<file path="config.mk">
export PLATFORM = sky130hd
export DESIGN_NAME = ahb_arbiter
export DESIGN_NICKNAME = d
export VERILOG_FILES = /design/src/rtl/ahb_arb_pkg.sv /design/src/rtl/ahb_tenure_cnt.sv /design/src/rtl/ahb_arbiter.sv
export SDC_FILE = /design/constraint.sdc
export NUM_CORES = 1
export LEC_CHECK = 0
export ABC_AREA = 1
export CORE_MARGIN = 2
export CORE_UTILIZATION = 55
export CTS_CLUSTER_DIAMETER = 200
export DETAILED_ROUTE_END_ITERATION = 10
export PLACE_DENSITY_LB_ADDON = 0.1
export SLEW_MARGIN = 40
export SYNTH_ARGS = -nofsm -noshare
export SYNTH_HDL_FRONTEND = slang
export SYNTH_SLANG_ARGS = --single-unit
</file>
<file path="constraint.sdc">
create_clock -name hclk -period 2.55 [get_ports hclk]
set_input_delay 0.51 -clock hclk [delete_from_list [all_inputs] [get_ports hclk]]
set_output_delay 0.51 -clock hclk [all_outputs]
set_load 0.01 [all_outputs]
</file>
<file path="src/rtl/ahb_arb_pkg.sv">
// Shared types and constants for the two-master AHB arbiter.
package ahb_arb_pkg;

  // Width of the tenure counter; MAX_TENURE must fit in it.
  localparam int TEN_W = 8;

  // hmaster / hmaster_data encodings (one-hot per master).
  localparam logic [1:0] HM_M1 = 2'b01;
  localparam logic [1:0] HM_M2 = 2'b10;

  typedef enum logic [1:0] {
    ST_PARK   = 2'd0,
    ST_GRANT1 = 2'd1,
    ST_GRANT2 = 2'd2
  } arb_state_e;

  // Address-phase owner implied by an arbiter state.
  function automatic logic [1:0] state_hm(arb_state_e s, logic [1:0] park_hm);
    logic [1:0] hm;
    case (s)
      ST_GRANT1: hm = HM_M1;
      ST_GRANT2: hm = HM_M2;
      default:   hm = park_hm;
    endcase
    return hm;
  endfunction

endpackage

</file>
<file path="src/rtl/ahb_tenure_cnt.sv">
// Saturating count of active address-phase beats held by the current owner.
module ahb_tenure_cnt
  import ahb_arb_pkg::*;
#(
  parameter int MAX_TENURE = 16
) (
  input  logic             hclk,
  input  logic             hresetn,
  input  logic             inc,
  input  logic             clr,
  output logic [TEN_W-1:0] count,
  output logic             at_max
);

  localparam logic [TEN_W-1:0] MAX_CNT = TEN_W'(MAX_TENURE);

  logic [TEN_W-1:0] count_q;
  logic [TEN_W-1:0] count_d;

  // Clear wins over increment; the count sticks once it reaches the limit.
  always_comb begin
    count_d = count_q;
    if (clr) begin
      count_d = '0;
    end else if (inc && (count_q != MAX_CNT)) begin
      count_d = count_q + 1'b1;
    end
  end

  // Counter register with synchronous active-low reset.
  always_ff @(posedge hclk) begin
    if (!hresetn) begin
      count_q <= '0;
    end else begin
      count_q <= count_d;
    end
  end

  assign count  = count_q;
  assign at_max = (count_q == MAX_CNT);

endmodule

</file>
<file path="src/rtl/ahb_arbiter.sv">
// Two-master AHB bus arbiter with parking, round-robin tie break and
// a tenure limit that forces the owner to yield to a waiting master.
module ahb_arbiter
  import ahb_arb_pkg::*;
#(
  parameter int MAX_TENURE  = 16,
  parameter int PARK_MASTER = 1
) (
  input  logic       hclk,
  input  logic       hresetn,
  input  logic       hbusreq1,
  input  logic       hbusreq2,
  input  logic       htrans,
  input  logic       hready,
  output logic       hgrant1,
  output logic       hgrant2,
  output logic [1:0] hmaster,
  output logic [1:0] hmaster_data
);

  localparam logic [1:0] PARK_HM = (PARK_MASTER == 2) ? HM_M2 : HM_M1;

  arb_state_e       state_q, state_d;
  logic [1:0]       last_owner_q, last_owner_d;
  logic [1:0]       hmaster_q, hmaster_d;
  logic [1:0]       hmaster_data_q;
  logic             hgrant1_q, hgrant2_q;

  logic [TEN_W-1:0] tenure_cnt;
  logic             tenure_at_max;
  logic             tenure_inc;
  logic             tenure_clr;
  logic             state_change;

  // Next-state arbitration; nothing moves unless the current transfer completes.
  always_comb begin
    state_d      = state_q;
    last_owner_d = last_owner_q;
    if (hready) begin
      case (state_q)
        ST_PARK: begin
          if (hbusreq1 && hbusreq2) begin
            state_d = (last_owner_q == HM_M1) ? ST_GRANT2 : ST_GRANT1;
          end else if (hbusreq1) begin
            state_d = ST_GRANT1;
          end else if (hbusreq2) begin
            state_d = ST_GRANT2;
          end
        end
        ST_GRANT1: begin
          if (!hbusreq1 || (tenure_at_max && hbusreq2)) begin
            if (hbusreq2)      state_d = ST_GRANT2;
            else if (hbusreq1) state_d = ST_GRANT1;
            else               state_d = ST_PARK;
          end
        end
        ST_GRANT2: begin
          if (!hbusreq2 || (tenure_at_max && hbusreq1)) begin
            if (hbusreq1)      state_d = ST_GRANT1;
            else if (hbusreq2) state_d = ST_GRANT2;
            else               state_d = ST_PARK;
          end
        end
        default: state_d = ST_PARK;
      endcase
      // Remember which master just gave up the bus for the next tie break.
      if ((state_d != state_q) && (state_q != ST_PARK)) begin
        last_owner_d = (state_q == ST_GRANT2) ? HM_M2 : HM_M1;
      end
    end
  end

  assign hmaster_d    = state_hm(state_d, PARK_HM);
  assign state_change = (state_d != state_q);

  // Count only completed active beats of a granted owner; restart on any
  // owner change, and flush any stale count while parked.
  assign tenure_inc = hready && htrans && (state_q != ST_PARK);
  assign tenure_clr = state_change || ((state_q == ST_PARK) && (tenure_cnt != '0));

  ahb_tenure_cnt #(
    .MAX_TENURE(MAX_TENURE)
  ) u_tenure (
    .hclk    (hclk),
    .hresetn (hresetn),
    .inc     (tenure_inc),
    .clr     (tenure_clr),
    .count   (tenure_cnt),
    .at_max  (tenure_at_max)
  );

  // State, pointer and registered grant outputs.
  always_ff @(posedge hclk) begin
    if (!hresetn) begin
      state_q        <= ST_PARK;
      last_owner_q   <= HM_M2;
      hmaster_q      <= PARK_HM;
      hmaster_data_q <= PARK_HM;
      hgrant1_q      <= PARK_HM[0];
      hgrant2_q      <= PARK_HM[1];
    end else begin
      state_q      <= state_d;
      last_owner_q <= last_owner_d;
      hmaster_q    <= hmaster_d;
      hgrant1_q    <= hmaster_d[0];
      hgrant2_q    <= hmaster_d[1];
      if (hready) begin
        hmaster_data_q <= hmaster_q;
      end
    end
  end

  assign hgrant1      = hgrant1_q;
  assign hgrant2      = hgrant2_q;
  assign hmaster      = hmaster_q;
  assign hmaster_data = hmaster_data_q;

endmodule

</file>
* Yosys cells after proc, flatten, opt, wreduce, memory -nomap -nowiden
Cells that the tools add are included. W data, S select, Z words.
Storage, ports and cells: bits in registers 18, input port bits 6, output and inout port bits 6
Operators by class: $add $sub $neg 1, eq/ne operators 8, mux-type cells 15, bitwise operators 1, reduce and logical (&&, ||, !) cells 18
Operators with widths (count):
- $mux W2 | 13
- $add A8 B1 Y8 const B | 1
- $eq A8 B5 Y1 const B | 1
- $logic_and A1 B1 Y1 | 8
- $ne A8 B5 Y1 const B | 1
- $reduce_bool A8 Y1 | 1
- $pmux W2 S3 | 1
- $eq A2 B1 Y1 const B | 2
- $eq A2 B2 Y1 const B | 2
- $ne A2 B2 Y1 | 2
- $logic_or A1 B1 Y1 | 3
- $logic_not A1 Y1 | 2
- $logic_not A2 Y1 | 1
- $reduce_and A2 Y1 | 1
- $reduce_bool A2 Y1 | 1
- $reduce_or A2 Y1 | 1
- $mux W1 | 1
- $not A1 Y1 | 1

* Logic depth before layout (Yosys ltp)
Gate-level depths: netlist of run 1.
depth in word-level cells 10, mapped depth 14

* Cells and area by module
From an unflattened synthesis of run 1, not the netlist that was laid out.
Unflattened totals: cell total of the unflattened synthesis 153, area, all modules 987.2 um2
By module, submodules not included:
- ahb_tenure_cnt | instances 1, cells each 80, area an instance 525.5 um2
- ahb_arbiter | instances 1, cells each 73, area an instance 461.7 um2

* Worst setup path before layout of run 1
No wires, ideal clock.
path type input -> register, start point input port hready, end point register u_tenure.count_q[6] (netlist: u_tenure.count[6]), arrival 1.407 ns, required time 2.433 ns, path slack 1.026 ns, cell stages on the path 9, buffers on the path 1, cells stage by stage buf_6 -> nand2_1 -> nor2_2 -> nand2_4 -> nor2_4 -> nand2_2 -> nor3_1 -> or2_1 -> a21oi_2
On the way: cells in the longest elaborated chain, start to end 4, elaborated cells between the ends (all ways) 7
Ends and longest elaborated chain:
- start: declaration | RTL line ahb_arbiter.sv:14 | input logic hready,
- $mux W2 | RTL line ahb_arbiter.sv:39 | if (hready) begin
- $ne A2 B2 Y1 | RTL line ahb_arbiter.sv:74 | assign state_change = (state_d != state_q);
- $logic_or A1 B1 Y1 | RTL line ahb_arbiter.sv:79 | assign tenure_clr = state_change || ((state_q == ST_PARK) && (tenure_cnt != '0));
- $reduce_or A2 Y1 (no source line)
- end signal: assignment | RTL line ahb_tenure_cnt.sv:35 | count_q <= count_d;
- end: declaration | RTL line ahb_tenure_cnt.sv:17 | logic [TEN_W-1:0] count_q;
Parallel ways exist; a longest one is shown, timed or not. A chain may end at the register's enable or synchronous reset.

* Worst setup path in the final report of run 1
start point input port hbusreq1, end point register u_tenure.count_q[7] (netlist: u_tenure.count[7])
On the way: cells in the longest elaborated chain, start to end 9, elaborated cells between the ends (all ways) 18
Ends and longest elaborated chain:
- start: declaration | RTL line ahb_arbiter.sv:11 | input logic hbusreq1,
- $mux W1 (tied with other cells) | RTL line ahb_arbiter.sv:53 | else if (hbusreq1) state_d = ST_GRANT1;
- $mux W2 (tied with other cells) | RTL line ahb_arbiter.sv:52 | if (hbusreq2) state_d = ST_GRANT2;
- $mux W2 (on tied branches) | RTL line ahb_arbiter.sv:51, ahb_arbiter.sv:58
- $pmux W2 S3 (*) | RTL line ahb_arbiter.sv:40 | case (state_q)
- $mux W2 (*) (2 in a row) | RTL line ahb_arbiter.sv:39
- $ne A2 B2 Y1 (*) | RTL line ahb_arbiter.sv:74
- $logic_or A1 B1 Y1 (*) | RTL line ahb_arbiter.sv:79
- $reduce_or A2 Y1 (no source line) (*)
Mark *: on every way between the ends. The rest lies on a longest branch, timed or not. The select of a mux whose other input is x is not followed.

==> results of run 1 <==
[state kept, by name, indices dropped and copies added, names as in the netlist]
name	flops
u_tenure.count	8
hmaster	2
hmaster_data	2
last_owner_q	2
state_q	2
[layout make-up]
cell class                 instances  area (um2)  share of cell area
multi-input combinational         91       545.5              0.4921
sequential                        16       320.3              0.2889
clock buffer                       4       36.28             0.03273
tap                               17       21.27             0.01919
inverter                          18       67.56             0.06095
timing repair buffer              12       117.6              0.1061
[synthesized netlist by cell type (2+ instances only)]
cell | n | area, um2
buf_4 | 2 | 15.01
dfxtp_1 | 16 | 320.3
nand3_1 | 8 | 40.04
nor3_1 | 4 | 20.02
nand2_1 | 25 | 93.84
a21oi_2 | 5 | 43.79
nand3_2 | 5 | 50.05
nor2_4 | 2 | 22.52
nand2_2 | 3 | 18.77
xor2_1 | 4 | 35.03
nor2_1 | 7 | 26.28
o21ai_0 | 3 | 15.01
nand2_4 | 2 | 22.52
inv_1 | 17 | 63.81
ha_1 | 2 | 25.02
nor3_2 | 2 | 20.02
o21ai_1 | 2 | 10.01
nor2_2 | 8 | 50.05
nand4_1 | 3 | 18.77
a21oi_1 | 3 | 15.01
[metal layers]
metal | track usage | part of all wire | up-vias
li1 | - | - | 435
met5 | 0 | 0 | -
met4 | 0.05143 | 0.0069 | 0
met1 | 0.2409 | 0.45 | 341
met2 | 0.3014 | 0.49 | 18
met3 | 0.04762 | 0.045 | 2
[per-stage QoR]
stage               area [um2]    util  std cells  setup WS (ns)  hold slack (ns)
CTS                       1109  0.6563        158         0.7193           0.4673
floorplan                959.7       -        128          1.026           0.4532
global placement          1072  0.6348        154         0.4480           0.4399
finish                    1109  0.6563        158         0.7208           0.4613
global route              1109  0.6563        158         0.5839           0.5067
detailed placement        1072  0.6348        154         0.4224           0.4422
[logic make-up after synthesis]
kind of cell    Yosys count  share of synthesized area
fa+ha+maj                 2                    0.02607
simple gates             72                     0.4185
compound gates           13                    0.08734
flops                    16                     0.3338
xor+xnor                  4                    0.03650
buf+inv                  21                    0.09777
[power groups by stage]
stage	Clock [mW]	Sequential, mW	Combinational (mW)
global placement	0	0.275	0.108
floorplan	0	0.275	0.0753
finish	0.168	0.269	0.109
CTS	0.173	0.269	0.109
global route	0.187	0.271	0.122
detailed placement	0	0.275	0.108
[path summary, 6_finish.rpt]
check,startpoint,end,slack [ns],depth (start not counted)
setup / recovery,hbusreq1,u_tenure.count[7],0.72,11
setup reg to reg,u_tenure.count[0],u_tenure.count[7],0.86,13
hold / removal,hmaster_data[0],hmaster_data[0],0.46,2
hold reg to reg,hmaster_data[0],hmaster_data[0],0.46,2
[worst max-delay path, cell delays in order]
cell and delay [ns]:
clkdlybuf4s50_1 0.57, inv_1 0.11, a21oi_2 0.13, nand2_1 0.08, nand3_2 0.08, nand3_2 0.09
nand2_1 0.08, nand3_2 0.09, nand2_2 0.08, nand2_4 0.10, a21oi_2 0.13
==> results.ini, run 1 <==
[layout]
area_delta_synth_final_pct=15.51
mostFrequentLayoutCell=nand2_1
num-fill-cells=150
final_cell_mix=nand2_1 (25), inv_1 (17), dfxtp_1 (16), clkdlybuf4s50_1 (11)
nets=150
diodes=0
layout-drive-gt1-share=0.2340

[clocking]
cts_sinks=16
cts-root-buf=clkbuf_4
clk_pin_slew_worst_paths_ns=0.10
clockBufferDepth=2
cts_buffers=3
cts_tree=yes
cts_setup_buffers=0
clk_latency_ns=0.29
ctsHoldBuffers=0
cts_max_level=1
ctsResizeCount=0

[sta]
finalSetupViolations=0
period_share=0.7173
finClkSkew_ns=0.005172
fmax_ghz=0.5467
worst-slew-pin-transition_ns=0.2620
slew_headroom=0.8244
final.setup.tns_ns=0
min_period_ns=1.829
slew_violations=0
hold_viol_final=0
rsz0062_at_grt=no

[pwr]
leakagePower_nw=0.4550
clkPwrFrac=0.307
finalPower_mw=0.5461
comb_power_share=0.200
p_seq_frac=0.493
max-vdd-ir-drop_mv=0.4534
p_sw_mw=0.1541
power_density_mw_per_mm2=492.6
switching_share=0.2821
p_int_mw=0.3921

[drt]
drt-wirelength-per-cell_um=10.94
drt-pass1-iter-count=4
drc=0
vias_per_cell=5.038
wl_um=1728
ant_nets=0
num_vias=796
first_iter_violations=15

[worst_setup_path]
critPathRequiredTime_ns=2.77
cp_max_fo=8
crit_path_end_kind=flop
crit_arrival_ns=2.05
start_kind=input port
worstSetupPathType=in -> reg

[grt]
grt_pass1_vias=704
overflow=0
antenna_found_initial=0
grt_pass1_wl_um=2829
grt_usage=0.1849
grt_max_degree=10

[synthesis]
netlist_area_um2=959.7
yosys_warnings=0
synthFlopType=dfxtp_1
yosysSeqAreaShare=0.3338
synth_cell_type_count=25
synth_edf_count=0
avgSynthCellArea_um2=7.497
ys_ff_latch=16
synthCells=128
ys_async_sr_fraction=0
synthesis.nets=136

[floorplan]
core_mm2=0.001689
die_w_um=45.77
ioPinCount=12
initial_utilization=0.5681
fp.dieH_um=45.77
die_area_mm2=0.002095
num_rows=15

[placement]
dp_hpwl_um=1340
io_buffers=11
gp_routability_congestion=0.8768

[run]
maxCapViolCount=0

[status]
status=complete, no violations

[min_path]
min_path_type=reg -> reg

Power figures use the tool's default switching activity.
==> inputs of run 2 (changes only) <==
Settings changed: CORE_UTILIZATION 55 to 53.
Clock period 2.55 ns to 1.8 ns, I/O delays scaled along.
==> results.ini, run 2 (synthesized netlist as in run 1, its figures left out) <==
[sta]
finClkSkew_ns=0.007566  ; +0.002394 ns
whs_ns=0.4732  ; +0.01191 ns
slew_headroom=0.8274  ; +0.003004
fmax_ghz=0.6211
rsz0062_at_grt=no
period_share=0.8944
slew_violations=0  ; unchanged
hold_viol_final=0  ; unchanged
min_period_ns=1.610
finalSetupViolations=0  ; unchanged
final.setup.tns_ns=0  ; unchanged
worst-slew-pin-transition_ns=0.2575  ; -0.004481 ns

[placement]
dp_hpwl_um=1423  ; +6.2%
gp_routability_congestion=0.8367  ; -4.6%
io_buffers=11  ; unchanged
place_inst=167  ; +8.4%

[pwr]
power_density_mw_per_mm2=670.6  ; +36%
p_int_mw=0.5613  ; +43%
leakagePower_nw=0.4824  ; +6.0%
max-vdd-ir-drop_mv=0.6941  ; +53%
p_sw_mw=0.2181  ; +42%
comb_power_share=0.211  ; +0.011
finalPower_mw=0.7795  ; +43%
clkPwrFrac=0.301  ; -0.006
switching_share=0.2798  ; -0.002259
p_seq_frac=0.488  ; -0.005

[worst_setup_path]
start_kind=flop
critPathRequiredTime_ns=2.02  ; -0.75 ns
cp_cell_sequence=inv_1, ha_1, nand2_1, nor2_4, nand3_1, nand2_1, nand2_1, nand3_2, nand2_1, nand3_2, nand2_2, nand2_4, a21oi_2
cp_max_fo=8  ; unchanged
critPathTopFamily=simple AND/OR/NAND/NOR gates
crit_arrival_ns=1.83  ; -0.22 ns
crit_path_end_kind=flop
crit_buf_inv=1  ; -1
r2r_setup_slack_ns=0.19  ; -0.67 ns
crit_path_max_incr_delay_ns=0.36  ; -0.21 ns
crit_slowest_cell=dfxtp_2
reg2reg_depth=13  ; unchanged
crit_top_cell=nand2_1
r2r-start=u_tenure.count[1]
r2r_end=u_tenure.count[6]
worstSetupPathType=reg -> reg

[layout]
multiInputGateArea_um2=550.5  ; +0.92%
area_delta_synth_final_pct=21.12
num-fill-cells=147  ; -2.0%
layout-drive-gt1-share=0.2671  ; +0.03308
regArea_um2=321.6  ; +0.39%
mostFrequentLayoutCell=nand2_1
final_cell_mix=nand2_1 (25), inv_1 (17), dfxtp_1 (15), clkdlybuf4s50_1 (11), nand3_1 (8)
instances_no_fill=171  ; +8.2%
diodes=0  ; unchanged
nets=155  ; +3.3%
largest_register_ffs=8  ; unchanged

[clocking]
cts-root-buf=clkbuf_4
cts_tree=yes
cts_buffers=3  ; unchanged
clk_latency_ns=0.28  ; about the same
clockBufferDepth=2  ; unchanged
cts_setup_buffers=0  ; unchanged
cts_sinks=16  ; unchanged
cts_max_level=1  ; unchanged
clk_pin_slew_worst_paths_ns=0.10  ; about the same

[run]
maxCapViolCount=0  ; unchanged

[grt]
grt_pass1_vias=763  ; +8.4%
antenna_found_initial=0  ; unchanged
grt_usage=0.1948  ; +0.009994
grt_pass1_wl_um=3036  ; +7.3%
overflow=0  ; unchanged
grt_max_degree=10  ; unchanged

[drt]
num_vias=834  ; +4.8%
wl_um=1828  ; +5.8%
vias_per_cell=4.877  ; -3.2%
drt-pass1-iter-count=4  ; unchanged
first_iter_violations=15  ; unchanged
drc=0  ; unchanged
drt-wirelength-per-cell_um=10.69  ; -2.3%
ant_nets=0  ; unchanged

[floorplan]
die_area_mm2=0.002167  ; +3.4%
core_mm2=0.001708  ; +1.1%
initial_utilization=0.5619  ; -0.006243
fp.dieH_um=46.55  ; +1.7%
num_rows=15  ; unchanged
ioPinCount=12  ; unchanged
die_w_um=46.55  ; +1.7%

[min_path]
whs_path_depth=2  ; unchanged
holdPathEnd=hmaster_data[0]
hp-start=hmaster_data[0]
min_path_type=reg -> reg

[status]
status=complete, no violations

run 2: cell type report:
class                           instances  share of cell area
Tap cell                               25             0.02691
Multi-Input combinational cell         91              0.4736
Sequential cell                        16              0.2766
Inverter                               18             0.05813
Timing Repair Buffer                   17              0.1335
Clock buffer                            4             0.03122
run 2: worst min-delay path, delay by kind of cell, from the launching register on:
kind | cells | cell delay [ns]
AND/OR/NAND/NOR | 2 | 0.10
flip-flops | 1 | 0.34
run 2: worst max-delay path by stage:
stage / to / startpoint / slack, ns / depth (start not counted)
floorplan: u_tenure.count[6] / u_tenure.count[0] / 0.28 / 11
global placement: u_tenure.count[6] / hready / -0.02 / 9
detailed placement: u_tenure.count[6] / hbusreq1 / -0.03 / 11
CTS: u_tenure.count[1] / u_tenure.count[1] / 0.16 / 13
global route: u_tenure.count[7] / u_tenure.count[1] / 0.03 / 13
finish: u_tenure.count[6] / u_tenure.count[1] / 0.19 / 13
run 2: power by group through the flow:
stage	registers [mW]	logic (mW)	clock network (mW)
6_report	0.380	0.165	0.234
3_3_place_gp	0.388	0.160	0
3_5_place_dp	0.388	0.163	0
2_1_floorplan	0.390	0.107	0
4_1_cts	0.380	0.165	0.239
5_1_grt	0.383	0.183	0.254
run 2: per-layer routing:
metal	GRT usage	vias up	routed length, um
met4	0.05143	0	16
met3	0.02353	2	40
met2	0.3417	16	858
li1	-	443	-
met1	0.2494	373	912
met5	0	-	0
run 2: through the flow:
| step | area (um2) | setup WS [ns] | utilization |
|---|---|---|---|
| final | 1162 | 0.1901 | 0.6806 |
| after global routing | 1162 | 0.03376 | 0.6806 |
| after CTS | 1156 | 0.1584 | 0.6769 |
| after detailed placement | 1120 | -0.02893 | 0.6557 |
| after global placement | 1120 | -0.01578 | 0.6557 |
| after floorplan | 959.7 | 0.2819 | - |
run 2: repair_timing:
action	CTS	global route
endpoints found under the setup margin	0	9
gates resized for setup	0	2
hold buffers	0	0
==> inputs of run 3 (changes only) <==
Settings changed: ABC_CLOCK_PERIOD_IN_PS from default to 1800.
==> results of run 3 <==
Same layout as run 2: the final DEF is identical, and so are final timing and power.
